File: config.mk
export PLATFORM = sky130hd
export DESIGN_NAME = dlk_buffer_ctrl
export DESIGN_NICKNAME = d
export VERILOG_FILES = /design/src/rtl/dlk_pkg.sv /design/src/rtl/dlk_rr_arb.sv /design/src/rtl/dlk_buffer_ctrl.sv
export SDC_FILE = /design/constraint.sdc
export NUM_CORES = 1
export LEC_CHECK = 0
export BUFFER_PORTS_ARGS = -buffer_cell sky130_fd_sc_hd__buf_2
export CORE_MARGIN = 2
export CORE_UTILIZATION = 40
export CTS_CLUSTER_DIAMETER = 150
export DETAILED_ROUTE_END_ITERATION = 8
export GPL_TIMING_DRIVEN = 0
export PLACE_DENSITY = 0.71
export SKIP_CTS_REPAIR_TIMING = 1
export SLEW_MARGIN = 25
export SYNTH_ARGS = -nofsm -noshare
export SYNTH_HDL_FRONTEND = slang
export SYNTH_HIERARCHICAL = 1
export SYNTH_SLANG_ARGS = --single-unit
File: constraint.sdc
create_clock -name clk_i -period 4.26 [get_ports clk_i]
set_input_delay 0.426 -clock clk_i [delete_from_list [all_inputs] [get_ports clk_i]]
set_output_delay 0.426 -clock clk_i [all_outputs]
set_load 0.1 [all_outputs]
File: src/rtl/dlk_pkg.sv
// Shared types and constants for the base-address buffer scheduler.
package dlk_pkg;

  localparam int ADDR_W = 32;

  // Address 0 marks an empty buffer slot, so it can never be recorded.
  localparam logic [ADDR_W-1:0] DLK_EMPTY_ADDR = '0;

  typedef enum logic [1:0] {
    IDLE,
    WRITE,
    CHECK,
    CLEAR
  } dlk_ctrl_state_e;

  // Operands latched at the handshake and replayed to the buffer.
  typedef struct packed {
    logic [ADDR_W-1:0] base;
    logic [ADDR_W-1:0] addr;
  } dlk_op_t;

endpackage

File: src/rtl/dlk_rr_arb.sv
// N-way round-robin arbiter; search starts one past the last accepted grant.
module dlk_rr_arb #(
  parameter  int N     = 2,
  localparam int IDX_W = (N > 1) ? $clog2(N) : 1
) (
  input  logic             clk_i,
  input  logic             rst_ni,
  input  logic [N-1:0]     req_i,
  input  logic             accept_i,
  output logic [N-1:0]     gnt_o,
  output logic [IDX_W-1:0] gnt_idx_o,
  output logic             gnt_any_o
);

  localparam logic [IDX_W:0] NW = (IDX_W+1)'(N);

  logic [IDX_W-1:0] last_q;
  logic [IDX_W:0]   cand;

  always_comb begin
    gnt_o     = '0;
    gnt_idx_o = last_q;
    gnt_any_o = 1'b0;
    cand      = '0;
    for (int i = 1; i <= N; i++) begin
      cand = {1'b0, last_q} + (IDX_W+1)'(i);
      if (cand >= NW) cand = cand - NW;
      if (!gnt_any_o && req_i[cand[IDX_W-1:0]]) begin
        gnt_any_o                 = 1'b1;
        gnt_o[cand[IDX_W-1:0]]    = 1'b1;
        gnt_idx_o                 = cand[IDX_W-1:0];
      end
    end
  end

  // The pointer only moves on an actual handshake so a stalled grant keeps its turn.
  always_ff @(posedge clk_i or negedge rst_ni) begin
    if (!rst_ni)                     last_q <= IDX_W'(N-1);
    else if (accept_i && gnt_any_o)  last_q <= gnt_idx_o;
  end

endmodule

File: src/rtl/dlk_buffer_ctrl.sv
// Scheduler sharing the buffer base_addr port between allocation records,
// bound checks and the debug clear.
module dlk_buffer_ctrl
  import dlk_pkg::*;
#(
  parameter int NB_REQ = 2,
  parameter int CNT_W  = 16
) (
  input  logic                           clk_i,
  input  logic                           rst_ni,
  input  logic [NB_REQ-1:0]              alloc_valid_i,
  input  logic [NB_REQ-1:0][ADDR_W-1:0]  alloc_addr_i,
  output logic [NB_REQ-1:0]              alloc_ready_o,
  input  logic                           chk_valid_i,
  input  logic [ADDR_W-1:0]              chk_base_i,
  input  logic [ADDR_W-1:0]              chk_addr_i,
  output logic                           chk_ready_o,
  output logic                           rsp_valid_o,
  output logic                           rsp_overflow_o,
  input  logic                           flush_i,
  output logic                           busy_o,
  output logic                           buf_en_write_o,
  output logic [ADDR_W-1:0]              buf_base_addr_o,
  output logic [ADDR_W-1:0]              buf_read_addr_o,
  input  logic                           buf_read_overflow_i,
  output logic                           buf_rst_us_o,
  output logic [CNT_W-1:0]               ovf_cnt_o
);

  localparam int IDX_W = (NB_REQ > 1) ? $clog2(NB_REQ) : 1;

  dlk_ctrl_state_e   state_q, state_d;
  dlk_op_t           op_q;
  logic              flush_pend_q, flush_pend_d;
  logic              last_chk_q;
  logic              rsp_valid_q, rsp_ovf_q;
  logic [CNT_W-1:0]  cnt_q;

  logic              accept_ok, chk_win, alloc_win, chk_hs, alloc_hs;
  logic [NB_REQ-1:0] arb_gnt;
  logic [IDX_W-1:0]  arb_idx;
  logic              arb_any;
  logic [ADDR_W-1:0] sel_addr;
  logic              sel_zero;

  dlk_rr_arb #(.N(NB_REQ)) u_alloc_arb (
    .clk_i     (clk_i),
    .rst_ni    (rst_ni),
    .req_i     (alloc_valid_i),
    .accept_i  (alloc_hs),
    .gnt_o     (arb_gnt),
    .gnt_idx_o (arb_idx),
    .gnt_any_o (arb_any)
  );

  // rst_ni in the qualifier keeps every ready low while reset is held.
  assign accept_ok = (state_q == IDLE) && !flush_pend_q && rst_ni;
  assign chk_win   = chk_valid_i && (!arb_any || !last_chk_q);
  assign alloc_win = arb_any && !chk_win;
  assign chk_hs    = accept_ok && chk_win;
  assign alloc_hs  = accept_ok && alloc_win;

  assign sel_addr  = alloc_addr_i[arb_idx];
  assign sel_zero  = (sel_addr == DLK_EMPTY_ADDR);

  assign alloc_ready_o = alloc_hs ? arb_gnt : '0;
  assign chk_ready_o   = chk_hs;

  always_comb begin
    state_d      = state_q;
    flush_pend_d = flush_pend_q | flush_i;
    unique case (state_q)
      IDLE: begin
        if (flush_pend_q)               state_d = CLEAR;
        else if (chk_hs)                state_d = CHECK;
        else if (alloc_hs && !sel_zero) state_d = WRITE;
        else if (flush_i)               state_d = CLEAR;
      end
      WRITE, CHECK: state_d = (flush_pend_q || flush_i) ? CLEAR : IDLE;
      CLEAR:        state_d = IDLE;
      default:      state_d = IDLE;
    endcase
    // Entering CLEAR services every flush seen so far.
    if (state_d == CLEAR) flush_pend_d = 1'b0;
  end

  always_ff @(posedge clk_i or negedge rst_ni) begin
    if (!rst_ni) begin
      state_q      <= IDLE;
      flush_pend_q <= 1'b0;
      last_chk_q   <= 1'b0;
      op_q         <= '0;
      rsp_valid_q  <= 1'b0;
      rsp_ovf_q    <= 1'b0;
      cnt_q        <= '0;
    end else begin
      state_q      <= state_d;
      flush_pend_q <= flush_pend_d;
      if (chk_hs) begin
        op_q.base  <= chk_base_i;
        op_q.addr  <= chk_addr_i;
        last_chk_q <= 1'b1;
      end else if (alloc_hs) begin
        op_q.base  <= sel_addr;
        last_chk_q <= 1'b0;
      end
      rsp_valid_q <= (state_q == CHECK);
      rsp_ovf_q   <= (state_q == CHECK) && buf_read_overflow_i;
      // Counted as the result is registered so ovf_cnt_o moves with rsp_valid_o.
      if ((state_q == CHECK) && buf_read_overflow_i && (cnt_q != '1))
        cnt_q <= cnt_q + CNT_W'(1);
    end
  end

  assign buf_en_write_o  = (state_q == WRITE);
  assign buf_rst_us_o    = (state_q == CLEAR);
  assign buf_base_addr_o = ((state_q == WRITE) || (state_q == CHECK)) ? op_q.base : '0;
  assign buf_read_addr_o = (state_q == CHECK) ? op_q.addr : '0;
  assign busy_o          = (state_q != IDLE) || flush_pend_q;
  assign rsp_valid_o     = rsp_valid_q;
  assign rsp_overflow_o  = rsp_ovf_q;
  assign ovf_cnt_o       = cnt_q;

endmodule

# Word level (Yosys, flattened, before mapping)
# Cells that the tools add are included.
# Widths: inputs -> output; s select.
dict set report totals {
  register_bits 87
  inputBits 135
  output_inout_bits 88
  wordCells 88
}
dict set report classes {
  n_addsub 5
  n_lt_le_gt_ge 7
  n_eq_ne 5
  mux 32
  n_bitwise 2
  n_reduce_logical 28
}
# op n
set op_table {}
lappend op_table {{$mux 32} 6}
lappend op_table {{$logic_not 32->1} 1}
lappend op_table {{$add 16x1->16 const B} 1}
lappend op_table {{$mux 2} 8}
lappend op_table {{$ne 16x16->1 const B} 1}
lappend op_table {{$mux 1} 15}
lappend op_table {{$logic_and 1x1->1} 13}
lappend op_table {{$eq 2x2->1 const B} 3}
lappend op_table {{$logic_not 1->1} 6}
lappend op_table {{$lt 1x2->1 const B} 3}
lappend op_table {{$pmux 2 s3} 1}
lappend op_table {{$ge 2x2->1 const B} 2}
lappend op_table {{$logic_or 1x1->1} 4}
lappend op_table {{$reduce_bool 2->1} 2}
lappend op_table {{$add 1x1->2 const B} 1}
lappend op_table {{$add 1x2->2 const B} 1}
lappend op_table {{$demux 1 s1} 2}
lappend op_table {{$eq 2x1->1 const B} 1}
lappend op_table {{$ge 1x1->1 const B} 2}
lappend op_table {{$logic_not 2->1} 1}
lappend op_table {{$or 2x2->2} 1}
lappend op_table {{$reduce_or 2->1} 1}
lappend op_table {{$sub 1x1->1 const B} 2}
lappend op_table {{$or 1x1->1} 1}

# Logic depth before layout (Yosys ltp)
# Gate-level depths: netlist of run 1.
dict set report depth {
  word_depth 22
  mapped_depth 9
  mapped_depth_nobuf 7
}

# Hierarchy
# The synthesis of run 1 kept the hierarchy.
# module instances cells_per_inst area_per_inst_um2 seq_area_each_um2
set by_module_without_submodules {}
lappend by_module_without_submodules {dlk_buffer_ctrl 1 402 4461.8 2152.1}
lappend by_module_without_submodules {dlk_rr_arb 1 9 72.6 26.3}

# Worst setup path before layout of run 1
# OpenSTA, ideal clock, no wires.
dict set report synth_timing {
  path_kind {reg-to-output}
  startpoint {register state_q[0]}
  endpoint {output port chk_ready_o}
  arrival_time_ns 2.209
  required_time_ns 3.834
  slack_ns 1.625
  path_stages_with_launch 7
  path_buffers 1
  path_cell_list {dfrtp_1 inv_1 ha_1 and3b_1 nand2_1 a21oi_1 clkbuf_1}
}
dict set report synth_via {
  elab_chain_cells 4
}
# element line
set synth_rtl {}
lappend synth_rtl {{from (decl)} dlk_buffer_ctrl.sv:32} ;# dlk_ctrl_state_e state_q, state_d;
lappend synth_rtl {{from (signal assigned)} dlk_buffer_ctrl.sv:97} ;# state_q <= state_d;
lappend synth_rtl {{$logic_not 2->1} dlk_buffer_ctrl.sv:57} ;# assign accept_ok = (state_q == IDLE) && !flush_pend_q && rst_ni;
lappend synth_rtl {{$logic_and 1x1->1 (2 in a row)} dlk_buffer_ctrl.sv:57}
lappend synth_rtl {{$logic_and 1x1->1} dlk_buffer_ctrl.sv:60} ;# assign chk_hs = accept_ok && chk_win;
lappend synth_rtl {{to (decl)} dlk_buffer_ctrl.sv:17} ;# output logic chk_ready_o,
# No other way between the ends.

# Worst setup path in the final report of run 1
dict set report layout_timing {
  startpoint {input port rst_ni}
  endpoint {output port chk_ready_o}
}
dict set report layout_via {
  elab_chain_cells 2
}
# element line
set layout_rtl {}
lappend layout_rtl {{from (decl)} dlk_buffer_ctrl.sv:10} ;# input logic rst_ni,
lappend layout_rtl {{$logic_and 1x1->1} dlk_buffer_ctrl.sv:57}
lappend layout_rtl {{$logic_and 1x1->1} dlk_buffer_ctrl.sv:60}
# No other way between the ends.

==> results of run 1 <==
-- per-layer routing --
layer / share of wire, % / wire length, µm / vias up
met5: 0 / 0 / -
met4: 1.7 / 227 / 0
met3: 6.1 / 807 / 18
met2: 49 / 6570 / 169
met1: 43 / 5720 / 1964
li1: - / - / 1956
-- sequential cells by signal (all words and copies together), names as in the netlist --
signal,count
op_q,64
flush_pend_q,1
rsp_valid_o,1
last_chk_q,1
state_q,2
ovf_cnt_o,16
rsp_overflow_o,1
u_alloc_arb/last_q,1
-- stage by stage --
stage | hold slack [ns] | worst slack [ns]
2_1_floorplan | 0.130 | 1.62
3_3_place_gp | 0.459 | 0.0406
3_5_place_dp | 0.265 | 1.10
4_1_cts | -0.0973 | 1.05
5_1_grt | 0.294 | 0.291
6_report | 0.292 | 0.568
-- cell usage after synthesis, drive strengths merged, types with 2 or more instances --
| master | n |
|---|---|
| a22oi | 31 |
| nand2 | 6 |
| nand2b | 3 |
| o21ai | 33 |
| nor4 | 11 |
| dfrtp | 86 |
| buf | 11 |
| a31oi | 2 |
| a21oi | 5 |
| mux2 | 33 |
| a221o | 3 |
| and4 | 2 |
| and3 | 7 |
| nand3 | 7 |
| or2 | 2 |
| ha | 5 |
| mux2i | 33 |
| and2 | 67 |
| nor2 | 6 |
| nor3 | 3 |
| nand4 | 8 |
| clkbuf | 14 |
| inv | 5 |
| xnor2 | 13 |
| xor2 | 2 |
-- layout make-up --
cell class | instances | area (µm²) | area share [%]
Buffer | 25 | 113 | 1.83
Clock buffer | 11 | 253 | 4.11
Clock inverter | 5 | 38.8 | 0.630
Inverter | 5 | 18.8 | 0.305
Multi-Input combinational cell | 294 | 2220 | 36.1
Sequential cell | 87 | 2180 | 35.4
Tap cell | 140 | 175 | 2.85
Timing Repair Buffer | 224 | 1150 | 18.8
-- cells by family after synthesis --
kind of cell	after synthesis	synth area share, %
multiplexers	66	15.5
XOR/XNOR	15	2.90
flip-flops	87	48.0
buffers and inverters	30	2.90
AO/OA/AOI/OAI	82	12.4
adder cells (fa/ha/maj)	5	1.38
AND/OR/NAND/NOR	126	16.9
-- worst paths after layout --
kind | start | end | slack, ns | cells past startpoint
setup reg to reg | u_alloc_arb/last_q | flush_pend_q | 1.35 | 8
hold / removal | alloc_valid_i[0] | u_alloc_arb/last_q | 0.29 | 2
setup / recovery | rst_ni | chk_ready_o | 0.57 | 8
max in group asynchronous | rst_ni | u_alloc_arb/last_q | 3.15 | 3
hold reg to reg | op_q[4] | op_q[4] | 0.48 | 1
min in group asynchronous | rst_ni | ovf_cnt_o[8] | 0.48 | 2
-- critical path: stages --
cell and delay (ns):
dlygate4sd3_1 0.54, buf_6 0.20, buf_16 0.33, and3b_1 0.29, nand2_1 0.09, a21oi_1 0.38
clkbuf_1 0.43, buf_2 0.52
==> results.sh, run 1 <==
export IMPL_routedWlPerCell_um=16.8
export IMPL_io_pins=223
export IMPL_fill_cells=986
export IMPL_port_buffer_count=222
export IMPL_grt_pass1_wl_um=21400
export IMPL_clk_latency_ns=0.33
export IMPL_synth_ff_type="dfrtp_1"
export IMPL_ctsLongestPathBuffers=2
export IMPL_dp_cells=774
export IMPL_grt_usage_pct=21.8
export IMPL_critPathKind="in2out"
export IMPL_synth_top_area_cell="dfrtp_1"
export IMPL_insertedDiodeCount=0
export IMPL_synthArstFlopShare_pct=100
export IMPL_route_detailed_drc=0
export IMPL_yosys_warnings=6
export IMPL_grt_busiest_layer="met2"
export IMPL_chipWidth_um=110
export IMPL_synth_cells=411
export IMPL_gp_congestion=0.834
export IMPL_required_ns=3.83
export IMPL_postRouteAntennaNets=0
export IMPL_root_buffer="clkbuf_16"
export IMPL_final_nets=786
export IMPL_final_cell_mix="230 x buf_2, 86 x dfrtp_1, 67 x and2_1"
export IMPL_synth_edf_count=0
export IMPL_finalSetupViolations=0
export IMPL_max_freq_mhz=271
export IMPL_clock_sinks=87
export IMPL_min_period_ns=3.69
export IMPL_max_slew_margin_rel_pct=49.3
export IMPL_htree_levels=3
export IMPL_fin_crit_sh_pct=86.7
export IMPL_initial_core_util_pct=41.5
export IMPL_area_delta_synth_final_pct=35.8
export IMPL_status="finished clean"
export IMPL_synthTopCellsByArea="dfrtp_1 47%, and2_1 9.2%, mux2_1 8.2%"
export IMPL_met3_usage_pct=4.34
export IMPL_use_met1_pct=27.2
export IMPL_final_common_cell="buf_2"
export IMPL_cts_buffers=9
export IMPL_yosys_area_top_type_share_pct=47.5
export IMPL_synth_fp_nets=551
export IMPL_firstDrtPassIters=4
export IMPL_ys_types=45
export IMPL_worstSetupEndpointType="output port"
export IMPL_first_global_vias=4184
export IMPL_first_iter_violations=256
export IMPL_final_cell_count_no_fill=791
export IMPL_dp_hpwl_um=10300
export IMPL_hold_viol_final=0
export IMPL_tns_ns=0
export IMPL_stdcell_area_um2=6160
export IMPL_worstMarginPinSlew_ns=0.753
export IMPL_gr_total_overflow=0
export IMPL_rsz0062_at_grt="no"
export IMPL_core_um2=10900
export IMPL_rows=38
export IMPL_use_met2_pct=37.6
export IMPL_arrival_ns=3.27
export IMPL_critPathMaxFanout=75
export IMPL_fin_skew_ns=0.00762
export IMPL_holdCritPathClass="in2reg"
export IMPL_grt_max_degree=76
export IMPL_synth_avg_cell_area_um2=11.0
export IMPL_fin_util_pct=56.3
export IMPL_antenna_found_initial=0
export IMPL_maxCapViolCount=0
export IMPL_vias_per_cell=5.19
export IMPL_ys_ff_latch=87
export IMPL_dieHeight_um=110
export IMPL_synth_area_um2=4530
export IMPL_clk_pin_slew_ns=0.07
export IMPL_slew_viol_final=0
export IMPL_cts_tree="yes"
export IMPL_startpoint_type="input port"
export IMPL_wl_um=13300
export IMPL_dpl_cell_area_um2=5850
export IMPL_die_area_um2=12200
export IMPL_drive_above_1_share_pct=39.2
export IMPL_ys_seq_area_share_pct=48.0
export IMPL_vias=4107
Power of run 1 is left out: the tool's default activity adds up to more than one toggle a clock period on the data nets, which glitch-free logic cannot reach.
==> run 2: changes to the inputs <==
--- a/config.mk
+++ b/config.mk
@@ -8,6 +8,7 @@
 export BUFFER_PORTS_ARGS = -buffer_cell sky130_fd_sc_hd__buf_2
 export CORE_MARGIN = 2
 export CORE_UTILIZATION = 40
+export CTS_BUF_LIST = sky130_fd_sc_hd__clkbuf_8
 export CTS_CLUSTER_DIAMETER = 150
 export DETAILED_ROUTE_END_ITERATION = 8
 export GPL_TIMING_DRIVEN = 0
==> results.sh, run 2 (same netlist as run 1, synthesis figures left out) <==
export IMPL_status="finished clean"
export IMPL_min_period_ns=3.70
export IMPL_holdCritPathClass="in2reg"
export IMPL_worstMarginPinSlew_ns=0.764
export IMPL_r2r_end="flush_pend_q"
export IMPL_worstSetupEndpointType="output port"
export IMPL_antenna_found_initial=0
export IMPL_reg2reg_from="u_alloc_arb/last_q"
export IMPL_maxCapViolCount=0
export IMPL_arrival_ns=3.28
export IMPL_first_iter_violations=217
export IMPL_initial_core_util_pct=41.5
export IMPL_drive_above_1_share_pct=39.2
export IMPL_grt_usage_pct=21.8
export IMPL_dp_hpwl_um=10300
export IMPL_port_buffer_count=222
export IMPL_final_nets=786
export IMPL_die_area_um2=12200
export IMPL_r2r_cells=8
export IMPL_dieHeight_um=110
export IMPL_max_freq_mhz=270
export IMPL_clk_latency_ns=0.35
export IMPL_route_detailed_drc=0
export IMPL_final_common_cell="buf_2"
export IMPL_path_buf_inv=5
export IMPL_rsz0062_at_grt="no"
export IMPL_largest_register_ff_count=64
export IMPL_htree_levels=3
export IMPL_required_ns=3.83
export IMPL_rows=38
export IMPL_hold_path_depth=2
export IMPL_first_global_vias=4182
export IMPL_max_slew_margin_rel_pct=48.5
export IMPL_cts_tree="yes"
export IMPL_regMostFlops="op_q"
export IMPL_insertedDiodeCount=0
export IMPL_slew_viol_final=0
export IMPL_startpoint_type="input port"
export IMPL_holdPathEnd="u_alloc_arb/last_q"
export IMPL_postRouteAntennaNets=0
export IMPL_ctsLongestPathBuffers=2
export IMPL_wl_um=13400
export IMPL_r2r_setup_slack_ns=1.33
export IMPL_cts_buffers=9
export IMPL_core_um2=10900
export IMPL_finalSetupViolations=0
export IMPL_vias=4132
export IMPL_routedWlPerCell_um=16.9
export IMPL_critPathSlowestCell="dlygate4sd3_1"
export IMPL_fin_crit_sh_pct=87.0
export IMPL_area_delta_synth_final_pct=33.5
export IMPL_tns_ns=0
export IMPL_grt_max_degree=76
export IMPL_critPathMaxFanout=75
export IMPL_clk_pin_slew_ns=0.09
export IMPL_crit_family="buffers and inverters"
export IMPL_io_pins=223
export IMPL_firstDrtPassIters=5
export IMPL_fin_skew_ns=0.0116
export IMPL_grt_pass1_wl_um=21500
export IMPL_gp_congestion=0.834
export IMPL_gr_total_overflow=0
export IMPL_chipWidth_um=110
export IMPL_critPathKind="in2out"
export IMPL_crit_chain="dlygate4sd3_1 -> buf_6 -> buf_16 -> and3b_1 -> nand2_1 -> a21oi_1 -> clkbuf_1 -> buf_2"
export IMPL_critPathMaxStageDelay_ns=0.54
export IMPL_vias_per_cell=5.22
export IMPL_min_delay_start="alloc_valid_i[0]"
export IMPL_fill_cells=1000
export IMPL_clock_sinks=87
export IMPL_hold_viol_final=0
export IMPL_root_buffer="clkbuf_8"
export IMPL_final_cell_mix="230 x buf_2, 86 x dfrtp_1, 67 x and2_1"
## run 2: worst max path at each step
stage / startpoint / endpoint / slack (ns) / cells past startpoint
5_1_grt: rst_ni / chk_ready_o / 0.29 / 8
4_1_cts: state_q[0] / chk_ready_o / 1.02 / 7
3_5_place_dp: rst_ni / chk_ready_o / 1.10 / 7
2_1_floorplan: state_q[0] / chk_ready_o / 1.62 / 6
3_3_place_gp: rst_ni / chk_ready_o / 0.04 / 6
6_report: rst_ni / chk_ready_o / 0.56 / 8
## run 2: routing by layer
| layer | vias to the layer above | wire length (µm) | global-route usage (%) |
|---|---|---|---|
| li1 | 1955 | - | - |
| met1 | 1983 | 5630 | 27.2 |
| met2 | 182 | 6680 | 37.8 |
| met3 | 12 | 908 | 5.10 |
| met4 | 0 | 160 | 6.25 |
| met5 | - | 0 | 0 |
## run 2: area by class of cell
| type | count | area (µm²) | share of cell area [%] |
|---|---|---|---|
| clock buffer | 11 | 151 | 2.50 |
| sequential | 87 | 2180 | 36.0 |
| inverter | 5 | 18.8 | 0.310 |
| buffer | 25 | 113 | 1.86 |
| clock inverter | 5 | 38.8 | 0.641 |
| timing repair buffer | 224 | 1150 | 19.1 |
| multi-input combinational | 294 | 2220 | 36.7 |
| tap | 140 | 175 | 2.89 |
## run 2: through the flow
| stage | instances | area [µm²] | worst slack [ns] | util, % | hold slack [ns] |
|---|---|---|---|---|---|
| final | 791 | 6050 | 0.555 | 55.4 | 0.262 |
| after global routing | 791 | 6050 | 0.290 | 55.4 | 0.252 |
| after CTS | 790 | 6040 | 1.02 | 55.3 | -0.134 |
| after detailed placement | 774 | 5850 | 1.10 | 53.5 | 0.265 |
| after global placement | 773 | 5820 | 0.0406 | 53.2 | 0.459 |
| after floorplan | 411 | 4530 | 1.62 | - | 0.130 |
Power of run 2 is left out for the same reason.
